## src/rtl/scan_ctrl_pkg.sv

```systemverilog
// Shared state encoding for the scan chain controller.
// The VERIFY encoding is only reachable when SCAN_CTRL_VERIFY_EN is defined.
package scan_ctrl_pkg;

  localparam int STATE_W = 3;

  typedef enum logic [STATE_W-1:0] {
    ST_IDLE   = 3'd0,
    ST_SHIFT  = 3'd1,
    ST_UPDATE = 3'd2,
    ST_DONE   = 3'd3,
    ST_VERIFY = 3'd4
  } state_t;

endpackage

```

## src/rtl/scan_shift_reg.sv

```systemverilog
// Parallel-load, right-shift register with serial input at the MSB.
// Load wins over shift; serial output is q[0].
module scan_shift_reg #(
  parameter int WIDTH = 16
) (
  input  logic             clk,
  input  logic             rst_n,
  input  logic             load,
  input  logic [WIDTH-1:0] load_val,
  input  logic             shift,
  input  logic             ser_in,
  output logic [WIDTH-1:0] q
);

  always_ff @(posedge clk) begin
    if (!rst_n) begin
      q <= '0;
    end else if (load) begin
      q <= load_val;
    end else if (shift) begin
      q <= {ser_in, q[WIDTH-1:1]};
    end
  end

endmodule

```

## src/rtl/scan_chain_ctrl.sv

```systemverilog
// Serial configuration sequencer for a CHAIN_LEN-stage scan chain: shift in, update, read back.
// Define SCAN_CTRL_VERIFY_EN to add a re-circulating VERIFY pass that drives err.
module scan_chain_ctrl
  import scan_ctrl_pkg::*;
#(
  parameter int CHAIN_LEN = 16,
  parameter int CNT_W     = $clog2(CHAIN_LEN + 1)
) (
  input  logic                 clk,
  input  logic                 rst_n,
  input  logic                 start,
  input  logic [CHAIN_LEN-1:0] load_data,
  output logic                 busy,
  output logic                 done,
  output logic [CHAIN_LEN-1:0] read_data,
  output logic                 scan_en,
  output logic                 scan_in,
  input  logic                 scan_out,
  output logic                 update,
  output logic                 err
);

  localparam logic [CNT_W-1:0] LAST = CNT_W'(CHAIN_LEN - 1);

  state_t               state;
  logic [CNT_W-1:0]     cnt;
  logic [CHAIN_LEN-1:0] shreg;
  logic                 sh_load;
  logic                 sh_shift;
  logic [CHAIN_LEN-1:0] sh_load_val;
  logic                 accept;

  assign accept  = (state == ST_IDLE) && start;
  assign scan_in = shreg[0];

`ifdef SCAN_CTRL_VERIFY_EN
  logic [CHAIN_LEN-1:0] saved;
  logic                 mismatch;
  logic                 err_acc;
  logic                 err_q;

  // The saved copy rotates through VERIFY so saved[0] tracks the bit due on scan_out.
  scan_shift_reg #(.WIDTH(CHAIN_LEN)) u_saved (
    .clk      (clk),
    .rst_n    (rst_n),
    .load     (accept),
    .load_val (load_data),
    .shift    (state == ST_VERIFY),
    .ser_in   (saved[0]),
    .q        (saved)
  );

  assign mismatch = (state == ST_VERIFY) && (scan_out != saved[0]);
  assign err      = err_q;
`else
  assign err = 1'b0;
`endif

  always_comb begin
    sh_load     = accept;
    sh_load_val = load_data;
    sh_shift    = (state == ST_SHIFT);
`ifdef SCAN_CTRL_VERIFY_EN
    if (state == ST_UPDATE) begin
      sh_load     = 1'b1;
      sh_load_val = saved;
    end
    sh_shift = (state == ST_SHIFT) || (state == ST_VERIFY);
`endif
  end

  scan_shift_reg #(.WIDTH(CHAIN_LEN)) u_shreg (
    .clk      (clk),
    .rst_n    (rst_n),
    .load     (sh_load),
    .load_val (sh_load_val),
    .shift    (sh_shift),
    .ser_in   (scan_out),
    .q        (shreg)
  );

  always_ff @(posedge clk) begin
    if (!rst_n) begin
      state     <= ST_IDLE;
      cnt       <= '0;
      read_data <= '0;
      busy      <= 1'b0;
      done      <= 1'b0;
      scan_en   <= 1'b0;
      update    <= 1'b0;
`ifdef SCAN_CTRL_VERIFY_EN
      err_q     <= 1'b0;
      err_acc   <= 1'b0;
`endif
    end else begin
      done   <= 1'b0;
      update <= 1'b0;
      case (state)
        ST_IDLE: begin
          if (start) begin
            cnt     <= '0;
            busy    <= 1'b1;
            scan_en <= 1'b1;
            state   <= ST_SHIFT;
`ifdef SCAN_CTRL_VERIFY_EN
            err_q   <= 1'b0;
            err_acc <= 1'b0;
`endif
          end
        end
        ST_SHIFT: begin
          if (cnt == LAST) begin
            cnt     <= '0;
            scan_en <= 1'b0;
            update  <= 1'b1;
            state   <= ST_UPDATE;
          end else begin
            cnt <= cnt + CNT_W'(1);
          end
        end
        ST_UPDATE: begin
          read_data <= shreg;
`ifdef SCAN_CTRL_VERIFY_EN
          scan_en   <= 1'b1;
          state     <= ST_VERIFY;
`else
          busy      <= 1'b0;
          done      <= 1'b1;
          state     <= ST_DONE;
`endif
        end
`ifdef SCAN_CTRL_VERIFY_EN
        ST_VERIFY: begin
          if (mismatch) err_acc <= 1'b1;
          if (cnt == LAST) begin
            cnt     <= '0;
            scan_en <= 1'b0;
            busy    <= 1'b0;
            done    <= 1'b1;
            err_q   <= err_acc | mismatch;
            state   <= ST_DONE;
          end else begin
            cnt <= cnt + CNT_W'(1);
          end
        end
`endif
        ST_DONE: state <= ST_IDLE;
        default: state <= ST_IDLE;
      endcase
    end
  end

endmodule

```

## config.mk

```make
export PLATFORM = sky130hd
export DESIGN_NAME = scan_chain_ctrl
export DESIGN_NICKNAME = d
export VERILOG_FILES = /design/src/rtl/scan_ctrl_pkg.sv /design/src/rtl/scan_shift_reg.sv /design/src/rtl/scan_chain_ctrl.sv
export SDC_FILE = /design/constraint.sdc
export NUM_CORES = 1
export LEC_CHECK = 0
export BUFFER_PORTS_ARGS = -buffer_cell sky130_fd_sc_hd__buf_4
export CORE_UTILIZATION = 43
export DETAILED_ROUTE_END_ITERATION = 7
export GPL_TIMING_DRIVEN = 1
export PLACE_DENSITY = 0.69
export SLEW_MARGIN = 0
export SYNTH_ARGS = -nofsm -noshare
export SYNTH_HDL_FRONTEND = slang
export SYNTH_SLANG_ARGS = --single-unit
export TNS_END_PERCENT = 1
```

## constraint.sdc

```tcl
create_clock -name clk -period 1.4 [get_ports clk]
set_input_delay 0 -clock clk [delete_from_list [all_inputs] [get_ports clk]]
set_output_delay 0 -clock clk [all_outputs]
set_load 0.02 [all_outputs]
```

# == Yosys cells after proc, flatten, opt, wreduce, memory -nomap -nowiden ==
# Index checks and enable logic that the tools add are counted.
# word_totals
reg_bits,44
latch_bits,0
ramBits,0
romBits,0
input_bits,20
mem_count,0
# classes
add_sub_neg,1
n_mul,0
n_div,0
order_cmp,0
n_eq_ne,5
n_shift,0
mux,14
n_bitwise,0
n_reduce_logical,10
# ops
operator,count
$mux 16,2
$mux 5,2
$pmux 5 s2,1
$pmux 3 s3,1
$reduce_and 2->1,4
$mux 3,2
$reduce_bool 2->1,3
$add 5x1->5 const B,1
$eq 5x4->1 const B,1
$mux 1,4
$pmux 1 s2,2
$eq 3x1->1 const B,1
$eq 3x2->1 const B,1
$logic_not 3->1,1
$reduce_and 3->1,1
$ne 2x1->1 const B,1
$ne 2x2->1 const B,1
$logic_and 1x1->1,1

# == Logic depth before layout (Yosys ltp) ==
# Gate-level depths: netlist of the first run.
# logic_depth
ltp_word,3
mapped_depth,7

# == Modules after synthesis ==
# Synthesis of the first run repeated with hierarchy kept, for this count alone.
# hier_totals
cells_unflattened,186
hier_area_um2,1961.9
# by_module_without_submodules
module,instances,cells_each,area_per_inst_um2,seq_area_each_um2
scan_chain_ctrl,1,115,1109.8,540.5
scan_shift_reg,1,71,852.1,320.3

# == Worst setup path after synthesis of the first run ==
# Ideal clock, no wire load.
# synth_timing
kind,register to register
startpoint,reg state[0]
endpoint,reg cnt[3]
setup_time_ns,0.133
arrival_ns,1.146
required_time_ns,1.267
setup_slack_ns,0.121
stages_incl_launch_ff,7
period_less_slack_ns,1.279
cell_sequence,dfxtp_1 -> inv_1 -> ha_1 -> buf_4 -> mux2_2 -> nand4_1 -> a31oi_1
# synth_between
elab_chain_len,3
word_cells_on_any_way,6
cone_classes,eq/ne: 2; mux: 1; reduce/logical: 3
# synth_lines
item,line,source
"start, declared",scan_chain_ctrl.sv:25,state_t state;
"start signal, assigned",scan_chain_ctrl.sv:84,state <= ST_IDLE;
"start signal, assigned",scan_chain_ctrl.sv:104,state <= ST_SHIFT;
"start signal, assigned",scan_chain_ctrl.sv:116,state <= ST_UPDATE;
$eq 3x1->1 or $logic_not 3->1 (tied branches),scan_chain_ctrl.sv:98,case (state)
$reduce_bool 2->1 (no line) or $ne 2x2->1 (tied branches),--,
$reduce_and 2->1 (no line),--,
"end signal, assigned",scan_chain_ctrl.sv:118,cnt <= cnt + CNT_W'(1);
"end, declared",scan_chain_ctrl.sv:26,logic [CNT_W-1:0] cnt;
# Parallel ways exist; a longest one is shown, timed or not.
# A chain may end at the register's enable or synchronous reset.

# == Worst setup path after layout of the first run ==
# layout_timing
startpoint,reg cnt[1]
endpoint,reg state[0]
# layout_between
elab_chain_len,3
# layout_lines
item,line,source
$eq 5x4->1,scan_chain_ctrl.sv:112,if (cnt == LAST) begin
$ne 2x1->1 (no line),--,
$reduce_and 2->1 (no line),--,
"end signal, assigned",scan_chain_ctrl.sv:104,
"end signal, assigned",scan_chain_ctrl.sv:116,
"end signal, assigned",scan_chain_ctrl.sv:129,state <= ST_DONE;
# Every way passes these cells.

==> results.txt, run 1 <==
----------------------------------------------------
[Floorplan]
  Vert. Die Dim ... 68.0 um
  Total number of placement rows ... 23
  Ports ... 42
  Floorplan Core Area ... 4090 um2
  Horiz. Die Dim ... 68.0 um
  Die footprint ... 4620 um2
  Initial standard-cell utilization of the core ... 0.458

[Worst setup path]
  Critical Path Slowest Stage Cell ... sky130_fd_sc_hd__dfxtp_1
  Critical path peak fanout ... 5
  Data arrival time of the critical path ... 1510 ps
  Critical path's largest stage delay ... 380 ps
  Buf/Inv on CP ... 0
  Worst path top cell family by delay ... compound AO/OA/AOI/OAI gates
  Critical path startpoint category ... register
  Cell breakdown of the critical path ... ha_2 -> nand4b_4 -> a211o_1 -> o211a_1
  Crit path required time ... 1600 ps
  Setup CP Type ... reg2reg
  Worst Setup End Kind ... register

[Layout]
  Final core occ ... 0.610
  Syn-to-layout area delta ... 33.3%
  Number of antenna diodes ... 0
  Final cell count without fillers ... 291
  Net count of the finished layout ... 264
  Share of cells above drive strength 1 ... 0.286
  Layout Cell Area excl Fill ... 2490 um2

[Detailed routing]
  Wirelength per Cell ... 13.2 um
  Routed via count divided by cell count ... 5.16
  Count of antenna-violating nets left after detailed routing ... 0
  Post-detailed-routing wire length ... 3.84 mm
  Detailed-routing iteration count for the pre-antenna-repair pass ... 4
  Starting DRC count in detailed routing ... 70
  Number of remaining DRC errors ... 0
  Vias after detailed routing ... 1,501

[Global route]
  Pin count of the biggest net entering global routing ... 33
  Met2 Use GR ... 0.295
  Via count of the first global-routing pass ... 1,418
  M1 GR Usage ... 0.225
  Initial antenna violation count ... 0
  Global routing usage on met3 ... 0.0450
  Wire length of the first global-routing pass ... 6.38 mm
  Most Crowded Layer GR ... met2
  Global routing usage summed across all routing layers ... 0.184
  Remaining Overflow, GRT ... 0

[Pwr]
  Leak ... 0.00104 uW
  Total power ... 4690 uW
  Worst IR drop on VDD ... 915 uV
  Pwr dens ... 1880 nW/um2

[STA]
  Clock period minus worst slack ... 1320 ps
  # setup viols final ... 0
  Final Hold Fails ... 0
  Max Clock Freq ... 0.759 GHz
  Slew Viols, Final ... 0
  Setup clock skew after layout ... 4.14 ps
  Final period util ... 0.941

[Synth]
  Share of async-settable or async-resettable flops after synthesis ... 0
  Mapped Area ... 1870 um2
  Post-synthesis area per instance ... 10.0 um2
  Portion of the post-synthesis area used by sequential elements ... 0.460
  Number of unique standard cell types used by synthesis ... 34
  Number of register bits inferred by synthesis ... 43
  Most instantiated cells after synthesis ... 43 x sky130_fd_sc_hd__dfxtp_1, 34 x sky130_fd_sc_hd__nor2_1, 33 x sky130_fd_sc_hd__mux2i_1
  Number of enable-type register cells in the synthesized netlist ... 0
  Prevailing post-synth register cell ... sky130_fd_sc_hd__dfxtp_1
  Area share of the largest cell type after synthesis ... 0.460
  Synthesized netlist net count ... 211
  Synthesized instance count ... 187
  Most repeated cell in the gate-level netlist after synthesis ... sky130_fd_sc_hd__dfxtp_1
  Count of yosys warnings during synthesis ... 0
  Most area-hungry cell type in the Yosys netlist ... sky130_fd_sc_hd__dfxtp_1
  Top cells by area, synth ... sky130_fd_sc_hd__dfxtp_1 46%, sky130_fd_sc_hd__mux2i_1 18%, sky130_fd_sc_hd__nor2_1 6.8%, sky130_fd_sc_hd__a211oi_1 6.4%, sky130_fd_sc_hd__ha_1 2.7%

[Flow run]
  Max-cap check violation count ... 0

[Placed design]
  Number of input and output port buffers inserted ... 40
  Post-placement cell count ... 270
  Post-DP HPWL ... 2.52 mm
  Gpl congestion ... 0.798
  Instance area after placement ... 2220 um2

[Clocking]
  Clock buffers created by TritonCTS ... 5
  Number of H-tree levels ... 2
  CTS tree ... yes
  Clock-pin slew on the worst setup and hold paths ... 80 ps
  Latest clock arrival within the worst-skew pair ... 300 ps
  Clock Tree Root ... sky130_fd_sc_hd__clkbuf_8
  Buffers inserted during post-CTS setup optimization ... 0
  Clk sink count ... 43
  Longest Clk Path Bufs ... 2

[Status]
  Outcome ... completed

[Min path]
  Hold/Removal Path Class ... in2reg

----------------------------------------------------
cell type report:
cell class                 instances  area [um2]
clock buffer                       7        86.3
clock inverter                     1        8.76
fill                             357        1590
inverter                           3        11.3
multi-input combinational        126         926
sequential                        43         863
tap                               50        62.6
timing repair buffer              61         536
power by group:
| group | switching, uW | internal [uW] |
|---|---|---|
| sequential | 217 | 1520 |
| combinational | 1050 | 1070 |
| clock | 431 | 404 |
| total | 1700 | 2990 |
kinds of logic after synthesis:
logic type	synth area share
buffers and inverters	0.0655
AND/OR/NAND/NOR	0.145
AO/OA/AOI/OAI	0.110
adder cells (fa/ha/maj)	0.0268
multiplexers	0.190
other	0.00200
flip-flops	0.460
cells in the final DEF, fill, tap and decap left out, drive strengths merged:
cell type	instances
clkinv	1
a2bb2oi	1
a31oi	1
o32ai	1
o21ai	1
nor2b	2
o211a	1
a211oi	16
nand4b	3
and4b	1
nand4	2
nand2	10
dlygate4sd3	13
and2	1
nand3	2
clkbuf	7
a211o	1
nor3	1
a21oi	7
buf	48
inv	3
dfxtp	43
mux2i	34
nor2	34
ha	4
or2	1
mux2	1
conb	1
registers in the layout, indices dropped and copies added, names as in the netlist:
name       cells
scan_en        1
cnt            5
update         1
read_data     16
u_shreg.q     16
state          2
busy           1
done           1
timing repair:
| item | in CTS | in global routing |
|---|---|---|
| resized for setup | 4 | 9 |
| endpoints found under the hold margin | 16 | 0 |
| cloned | 0 | 0 |
| hold buffers | 13 | 0 |
| endpoints found under the setup margin | 21 | 23 |
worst paths after layout:
kind                       startpoint                   endpoint  slack (ps)  cells past startpoint
hold / removal           load_data[0]  u_shreg.q[0]$_SDFFE_PN0P_           5                      3
hold reg to reg   cnt[4]$_SDFFE_PN0P_        cnt[4]$_SDFFE_PN0P_         470                      2
setup reg to reg  cnt[1]$_SDFFE_PN0P_      state[0]$_SDFFE_PN0P_          80                      4
setup / recovery  cnt[1]$_SDFFE_PN0P_      state[0]$_SDFFE_PN0P_          80                      4
stage by stage:
stage | hold slack [ps] | setup slack [ps] | TNS (ps)
after floorplan | 183 | 121 | 0
after CTS | 0.598 | 0.375 | 0
after detailed placement | 294 | -64.6 | -166
after global placement | 289 | -52.9 | -97.4
after global routing | 27.9 | -1.06 | -1.06
final | 5.07 | 82.3 | 0
worst register-to-register path: cells and delay by family, from the launching register on:
kind                     cells  cell delay, ps
flip-flops                   1             380
AO/OA/AOI/OAI                2             440
AND/OR/NAND/NOR              1             150
adder cells (fa/ha/maj)      1             250
routing by layer:
layer | part of all wire | wire (um) | vias to the layer above
met2 | 0.48 | 1850 | 30
met1 | 0.46 | 1780 | 705
li1 | - | - | 759
met4 | 0.018 | 69 | 0
met5 | 0 | 0 | -
met3 | 0.038 | 146 | 7
(Power assumes the default switching activity.)
==> run 2: changes to the inputs <==
--- a/config.mk
+++ b/config.mk
@@ -6,6 +6,7 @@
 export NUM_CORES = 1
 export LEC_CHECK = 0
 export BUFFER_PORTS_ARGS = -buffer_cell sky130_fd_sc_hd__buf_4
+export CORE_ASPECT_RATIO = 1.75
 export CORE_UTILIZATION = 43
 export DETAILED_ROUTE_END_ITERATION = 7
 export GPL_TIMING_DRIVEN = 1
==> run 2 against run 1 <==
Compared with the run above:
- the run now ends with hold timing left
- maximum frequency fell by 5.0%
- clock-buffer cell count fell by 1
- total power rose by 3.4%
- clock skew rose by 7.0 ps
- hold slack got worse by 6.6 ps
- wire length fell by 5.3%
- global-route usage fell by 1.4 points
- setup slack got worse by 69 ps
- sequential cell count did not move
- largest power group unchanged
- highest routed layer unchanged
==> results.txt, run 2 (synthesized netlist as in run 1, its figures left out) <==
----------------------------------------------------
[Floorplan]
  Total number of placement rows ... 31 (+35%)
  Ports ... 42 (unchanged)
  Initial standard-cell utilization of the core ... 0.451 (-0.00704)
  Horiz. Die Dim ... 51.9 um (-24%)
  Floorplan Core Area ... 4150 um2 (+1.6%)
  Die footprint ... 4630 um2 (+0.22%)
  Vert. Die Dim ... 89.3 um (+31%)

[Pwr]
  Pwr dens ... 1980 nW/um2 (+5.1%)
  Reg power frac ... 0.356 (-0.014)
  Leak ... 0.00102 uW (-1.6%)
  Combinational Power Share ... 0.440 (-0.012)
  Portion of total power attributed to the clock network ... 0.204 (+0.026)
  Worst IR drop on VDD ... 1370 uV (+50%)
  Sw power ... 1670 uW (-1.7%)
  Switching share of power ... 0.344 (-0.0177)
  Int Power ... 3180 uW (+6.3%)

[STA]
  Final period util ... 0.990 (+0.0490)
  Final Hold Fails ... 1 (+1)
  Setup clock skew after layout ... 11.1 ps (+6.97 ps)
  Slew Viols, Final ... 0 (unchanged)
  Hold slack final ... -1.56 ps (-6.63 ps)
  Setup repair after global routing missed its margin ... true
  Max Clock Freq ... 0.721 GHz (-5.0%)
  Clock period minus worst slack ... 1390 ps (+68.6 ps)
  # setup viols final ... 0 (unchanged)

[Placed design]
  Post-placement cell count ... 270 (unchanged)
  Gpl congestion ... 0.773 (-3.1%)
  Post-DP HPWL ... 2.57 mm (+2.0%)
  Number of input and output port buffers inserted ... 40 (unchanged)

[Global route]
  Initial antenna violation count ... 0 (unchanged)
  Met2 Use GR ... 0.307 (+0.0112)
  Global routing usage on met3 ... 0.0408 (-0.00418)
  Most Crowded Layer GR ... met2
  Via count of the first global-routing pass ... 1,361 (-4.0%)
  Global routing usage summed across all routing layers ... 0.170 (-0.0141)
  Pin count of the biggest net entering global routing ... 33 (unchanged)
  Remaining Overflow, GRT ... 0 (unchanged)
  M1 GR Usage ... 0.186 (-0.0391)
  Wire length of the first global-routing pass ... 5.91 mm (-7.4%)

[Layout]
  Net count of the finished layout ... 256 (-3.0%)
  Share of cells above drive strength 1 ... 0.309 (+0.0227)
  Leading cell type in the layout, fill and taps excluded ... sky130_fd_sc_hd__buf_4
  Leading registers by flop count ... read_data (16), u_shreg.q (16), cnt (5)
  Final core occ ... 0.591 (-0.0190)
  Fill cell total of the finished layout ... 368 (+3.1%)
  Number of antenna diodes ... 0 (unchanged)
  Commonest cells after routing, fill and taps aside ... 45 x sky130_fd_sc_hd__buf_4, 42 x sky130_fd_sc_hd__dfxtp_1, 34 x sky130_fd_sc_hd__nor2_1
  Syn-to-layout area delta ... 31.2%
  Final cell count without fillers ... 282 (-3.1%)

[Worst setup path]
  Critical path's largest stage delay ... 310 ps (-70 ps)
  Critical path endpoint ... u_shreg.q[5]$_SDFFE_PN0P_
  Crit path required time ... 1560 ps (-40 ps)
  Critical Path Slowest Stage Cell ... sky130_fd_sc_hd__dfxtp_1
  Buf/Inv on CP ... 2 (+2)
  Cell breakdown of the critical path ... inv_1 -> ha_4 -> buf_12 -> mux2i_1 -> a211oi_2
  Setup CP Type ... reg2reg
  Path length in cells of the critical path ... 5 (+1)
  Worst path top cell family by delay ... buffers and inverters
  Worst reg2reg path depth ... 5 (+1)
  Critical path peak fanout ... 16 (+11)
  Worst Setup SP ... state[1]$_SDFFE_PN0P_
  Critical path startpoint category ... register
  R2R Setup Slk ... 10 ps (-70 ps)
  Critical register-to-register path startpoint ... state[1]$_SDFFE_PN0P_
  Data arrival time of the critical path ... 1550 ps (+40 ps)
  Worst Setup End Kind ... register
  Endpoint of the most critical register-to-register path ... u_shreg.q[5]$_SDFFE_PN0P_

[Detailed routing]
  Routed via count divided by cell count ... 5.08 (-1.6%)
  Number of remaining DRC errors ... 0 (unchanged)
  Count of antenna-violating nets left after detailed routing ... 0 (unchanged)
  Vias after detailed routing ... 1,432 (-4.6%)
  Post-detailed-routing wire length ... 3.64 mm (-5.3%)
  Detailed-routing iteration count for the pre-antenna-repair pass ... 4 (unchanged)
  Starting DRC count in detailed routing ... 27 (-61%)
  Wirelength per Cell ... 12.9 um (-2.3%)

[Status]
  Violations in the final reports ... hold timing
  Outcome ... finished with violations

[Clocking]
  Longest Clk Path Bufs ... 2 (unchanged)
  CTS tree ... yes
  Clock buffers created by TritonCTS ... 5 (unchanged)
  Clk sink count ... 43 (unchanged)
  Clock-pin slew on the worst setup and hold paths ... 90 ps (about the same)
  Number of H-tree levels ... 2 (unchanged)
  Latest clock arrival within the worst-skew pair ... 290 ps (about the same)
  Buffers inserted during post-CTS setup optimization ... 0 (unchanged)
  Clock Tree Root ... sky130_fd_sc_hd__clkbuf_8

[Flow run]
  Max-cap check violation count ... 0 (unchanged)

[Min path]
  Hold/Removal Path Class ... in2reg

----------------------------------------------------
-- run 2: cell count changes in the layout (fill, tap and decap cells not counted), sizes merged --
cell | previous run | this run
dlygate4sd3 | 13 | 4
clkbuf | 7 | 6
bufinv | 0 | 1
buf | 48 | 49
-- run 2: power by group through the flow --
| stage | sequential [uW] | clock (uW) | combinational (uW) |
|---|---|---|---|
| 4_1_cts | 1720 | 1020 | 2000 |
| 2_1_floorplan | 1810 | 0 | 1420 |
| 5_1_grt | 1760 | 1060 | 2330 |
| 6_report | 1730 | 987 | 2130 |
| 3_3_place_gp | 1740 | 0 | 1930 |
| 3_5_place_dp | 1750 | 0 | 1960 |
-- run 2: worst min path at each step --
stage	cells past startpoint	slack, ps	to	from
2_1_floorplan	2	180	u_shreg.q[6]$_SDFFE_PN0P_	load_data[6]
3_3_place_gp	2	280	done$_SDFF_PN0_	rst_n
3_5_place_dp	2	290	done$_SDFF_PN0_	rst_n
4_1_cts	3	0.8	u_shreg.q[13]$_SDFFE_PN0P_	load_data[13]
5_1_grt	3	2	u_shreg.q[13]$_SDFFE_PN0P_	load_data[13]
6_report	3	-2	u_shreg.q[13]$_SDFFE_PN0P_	load_data[13]
-- run 2: area by class of cell --
type,instances,area (um2),share of cell area
Clock buffer,6,82.6,0.0337
Clock inverter,2,35.0,0.0143
Multi-Input combinational cell,126,943,0.384
Timing Repair Buffer,53,458,0.187
Tap cell,49,61.3,0.0250
Sequential cell,43,862,0.351
Inverter,3,11.3,0.00459
-- run 2: timing repair --
item | CTS | global route
endpoints found under the hold margin | 7 | 0
pin swaps | 0 | 0
resized for setup | 2 | 10
hold buffers | 4 | 0
endpoints found under the setup margin | 7 | 11
-- run 2: worst min-delay path, delay by kind of cell --
kind / cells / cell delay, ps
AOI/OAI and AO/OA: 1 / 50
and+or+nand+nor: 1 / 90
buffers and inverters: 1 / 110
-- run 2: layer usage --
metal  vias to the layer above  part of all wire
met5                         -                 0
met4                         0             0.017
met3                         4             0.028
met2                        28              0.52
met1                       662              0.43
li1                        738                 -
-- run 2: stage by stage --
step	worst slack [ps]	power, uW	instance area (um2)	TNS (ps)
3_3_place_gp	16.4	3670	2240	0
3_5_place_dp	-14.3	3700	2240	-26.8
5_1_grt	-63.7	5150	2450	-136
6_report	13.7	4850	2450	0
2_1_floorplan	121	3220	1870	0
4_1_cts	36.2	4730	2400	0
==> run 3: changes to the inputs <==
==> constraint.sdc (replaced) <==
create_clock -name clk -period 1.3 [get_ports clk]
set_input_delay 0 -clock clk [delete_from_list [all_inputs] [get_ports clk]]
set_output_delay 0 -clock clk [all_outputs]
set_load 0.02 [all_outputs]
==> run 3 against run 2 <==
Compared with the run above:
- the run now ends clean
- sequential share of layout area down 1.9 points
- wire length up 8.6%
- via count up 6.8%
- sequential cell count unchanged
- largest power group unchanged
==> results.txt, run 3 (synthesized netlist as in run 1, its figures left out) <==
----------------------------------------------------
[Status]
  Outcome ... completed

[STA]
  Slew Viols, Final ... 0 (unchanged)
  Final period util ... 0.973 (-0.0174)
  Final Hold Fails ... 0 (-1)
  # setup viols final ... 0 (unchanged)
  Summed negative setup slack over all endpoints ... 0 ps (unchanged)
  Setup clock skew after layout ... 6.77 ps (-4.34 ps)
  Clock period minus worst slack ... 1260 ps (-122 ps)
  Setup repair after global routing missed its margin ... true
  Max Clock Freq ... 0.791 GHz (+9.6%)

[Global route]
  Wire length of the first global-routing pass ... 6.15 mm (+4.1%)
  Initial antenna violation count ... 0 (unchanged)
  Remaining Overflow, GRT ... 0 (unchanged)
  Via count of the first global-routing pass ... 1,484 (+9.0%)
  Pin count of the biggest net entering global routing ... 33 (unchanged)
  Global routing usage summed across all routing layers ... 0.180 (+0.00968)

[Layout]
  Leading registers by flop count ... read_data (16), u_shreg.q (16), cnt (5)
  Commonest cells after routing, fill and taps aside ... 51 x sky130_fd_sc_hd__buf_4, 42 x sky130_fd_sc_hd__dfxtp_1, 34 x sky130_fd_sc_hd__nor2_1
  Number of antenna diodes ... 0 (unchanged)
  Area occupied by registers ... 865 um2 (+0.29%)
  Combined area of the multi-input logic cells ... 970 um2 (+2.8%)
  Leading cell type in the layout, fill and taps excluded ... sky130_fd_sc_hd__buf_4
  Syn-to-layout area delta ... 39.3%
  Fill cell total of the finished layout ... 328 (-11%)
  Net count of the finished layout ... 271 (+5.9%)
  Share of cells above drive strength 1 ... 0.323 (+0.0136)

[Clocking]
  CTS tree ... yes
  Clk sink count ... 43 (unchanged)
  Latest clock arrival within the worst-skew pair ... 300 ps (about the same)
  Clock Tree Root ... sky130_fd_sc_hd__clkbuf_8
  Longest Clk Path Bufs ... 2 (unchanged)
  Clock-pin slew on the worst setup and hold paths ... 80 ps (about the same)
  Clock buffers created by TritonCTS ... 5 (unchanged)
  Number of H-tree levels ... 2 (unchanged)

[Worst setup path]
  Critical path endpoint ... state[0]$_SDFFE_PN0P_
  Critical path startpoint category ... register
  R2R Setup Slk ... 40 ps (+20 ps)
  Worst Setup SP ... cnt[0]$_SDFFE_PN0P_
  Critical path peak fanout ... 5 (-11)
  Endpoint of the most critical register-to-register path ... state[0]$_SDFFE_PN0P_
  Crit path required time ... 1500 ps (-60 ps)
  Worst Setup End Kind ... register
  Critical register-to-register path startpoint ... cnt[0]$_SDFFE_PN0P_
  Setup CP Type ... reg2reg
  Data arrival time of the critical path ... 1460 ps (-90 ps)
  Worst reg2reg path depth ... 4 (-1)

[Placed design]
  Post-DP HPWL ... 2.57 mm (about the same)
  Number of input and output port buffers inserted ... 40 (unchanged)
  Gpl congestion ... 0.791 (+2.2%)

[Detailed routing]
  Count of antenna-violating nets left after detailed routing ... 0 (unchanged)
  Vias after detailed routing ... 1,529 (+6.8%)
  Detail Route met2 WL ... 2.17 mm (+14%)
  Routed via count divided by cell count ... 5.15 (+1.4%)
  Number of remaining DRC errors ... 0 (unchanged)
  Starting DRC count in detailed routing ... 24 (-11%)
  Detailed-routing iteration count for the pre-antenna-repair pass ... 4 (unchanged)
  Uppermost routed layer ... met4
  Wirelength per Cell ... 13.3 um (+3.1%)
  Metal-1 WL ... 1.57 mm (about the same)
  Routed met3 length ... 140 um (+39%)
  Post-detailed-routing wire length ... 3.95 mm (+8.6%)

[Floorplan]
  Total number of placement rows ... 31 (unchanged)
  Floorplan Core Area ... 4150 um2 (unchanged)
  Ports ... 42 (unchanged)
  Initial standard-cell utilization of the core ... 0.451 (unchanged)
  Horiz. Die Dim ... 51.9 um (unchanged)
  Vert. Die Dim ... 89.3 um (unchanged)
  Die footprint ... 4630 um2 (unchanged)

[Flow run]
  Max-cap check violation count ... 0 (unchanged)

[Pwr]
  Worst IR drop on VDD ... 1220 uV (-12%)
  Leak ... 0.00110 uW (+7.7%)
  Total power ... 5330 uW (+10%)
  Pwr dens ... 2050 nW/um2 (+3.6%)

[Min path]
  Hold/Removal Path Class ... in2reg

----------------------------------------------------
[run 3: stage by stage]
stage / hold slack [ps] / util / cell area (um2) / std cells / worst slack, ps
4_1_cts: 1.36 / 0.601 / 2490 / 295 / -28.7
3_3_place_gp: 283 / 0.545 / 2260 / 275 / -84.0
2_1_floorplan: 183 / - / 1870 / 187 / 21.1
3_5_place_dp: 287 / 0.545 / 2260 / 275 / -97.7
5_1_grt: 9.89 / 0.628 / 2610 / 297 / -29.9
6_report: 4.19 / 0.628 / 2610 / 297 / 35.3
[run 3: routing by layer]
metal / GRT usage / vias to the layer above
met5: 0 / -
met4: 0.0934 / 0
met3: 0.0459 / 5
met2: 0.323 / 32
met1: 0.187 / 718
li1: - / 774
[run 3: worst min-delay path by stage]
stage	start	endpoint	slack [ps]	cells past startpoint
2_1_floorplan	load_data[6]	u_shreg.q[6]$_SDFFE_PN0P_	180	2
3_3_place_gp	rst_n	done$_SDFF_PN0_	280	2
3_5_place_dp	rst_n	done$_SDFF_PN0_	290	2
4_1_cts	load_data[6]	u_shreg.q[6]$_SDFFE_PN0P_	1	3
5_1_grt	load_data[1]	u_shreg.q[1]$_SDFFE_PN0P_	10	3
6_report	load_data[2]	u_shreg.q[2]$_SDFFE_PN0P_	4	3
[run 3: critical path, stage by stage (launching register included)]
cell,delay [ps]
sky130_fd_sc_hd__dfxtp_1,350
sky130_fd_sc_hd__ha_2,220
sky130_fd_sc_hd__nand4b_4,150
sky130_fd_sc_hd__a211o_1,320
sky130_fd_sc_hd__o211a_1,130
[run 3: power by group]
group          total, uW  internal (uW)  switching [uW]  leakage, uW
combinational       2530           1320            1210     0.000695
clock                937            485             452    0.0000515
sequential          1870           1640             232     0.000352
total               5330           3440            1890      0.00110
[run 3: cell type report]
cell class | count | area share
multi-input cells | 126 | 0.372
flip-flops and latches | 43 | 0.332
well taps | 49 | 0.0235
repair buffers | 68 | 0.230
inverters | 3 | 0.00432
clock buffers | 8 | 0.0384
[run 3: repair_timing]
action / CTS / global route
gates resized for setup: 4 / 16
gates cloned: 0 / 1
hold buffers: 12 / 2
buffers inserted: 0 / 0
setup endpoints to repair: 25 / 37
endpoints found under the hold margin: 14 / 2
pin swaps: 0 / 1
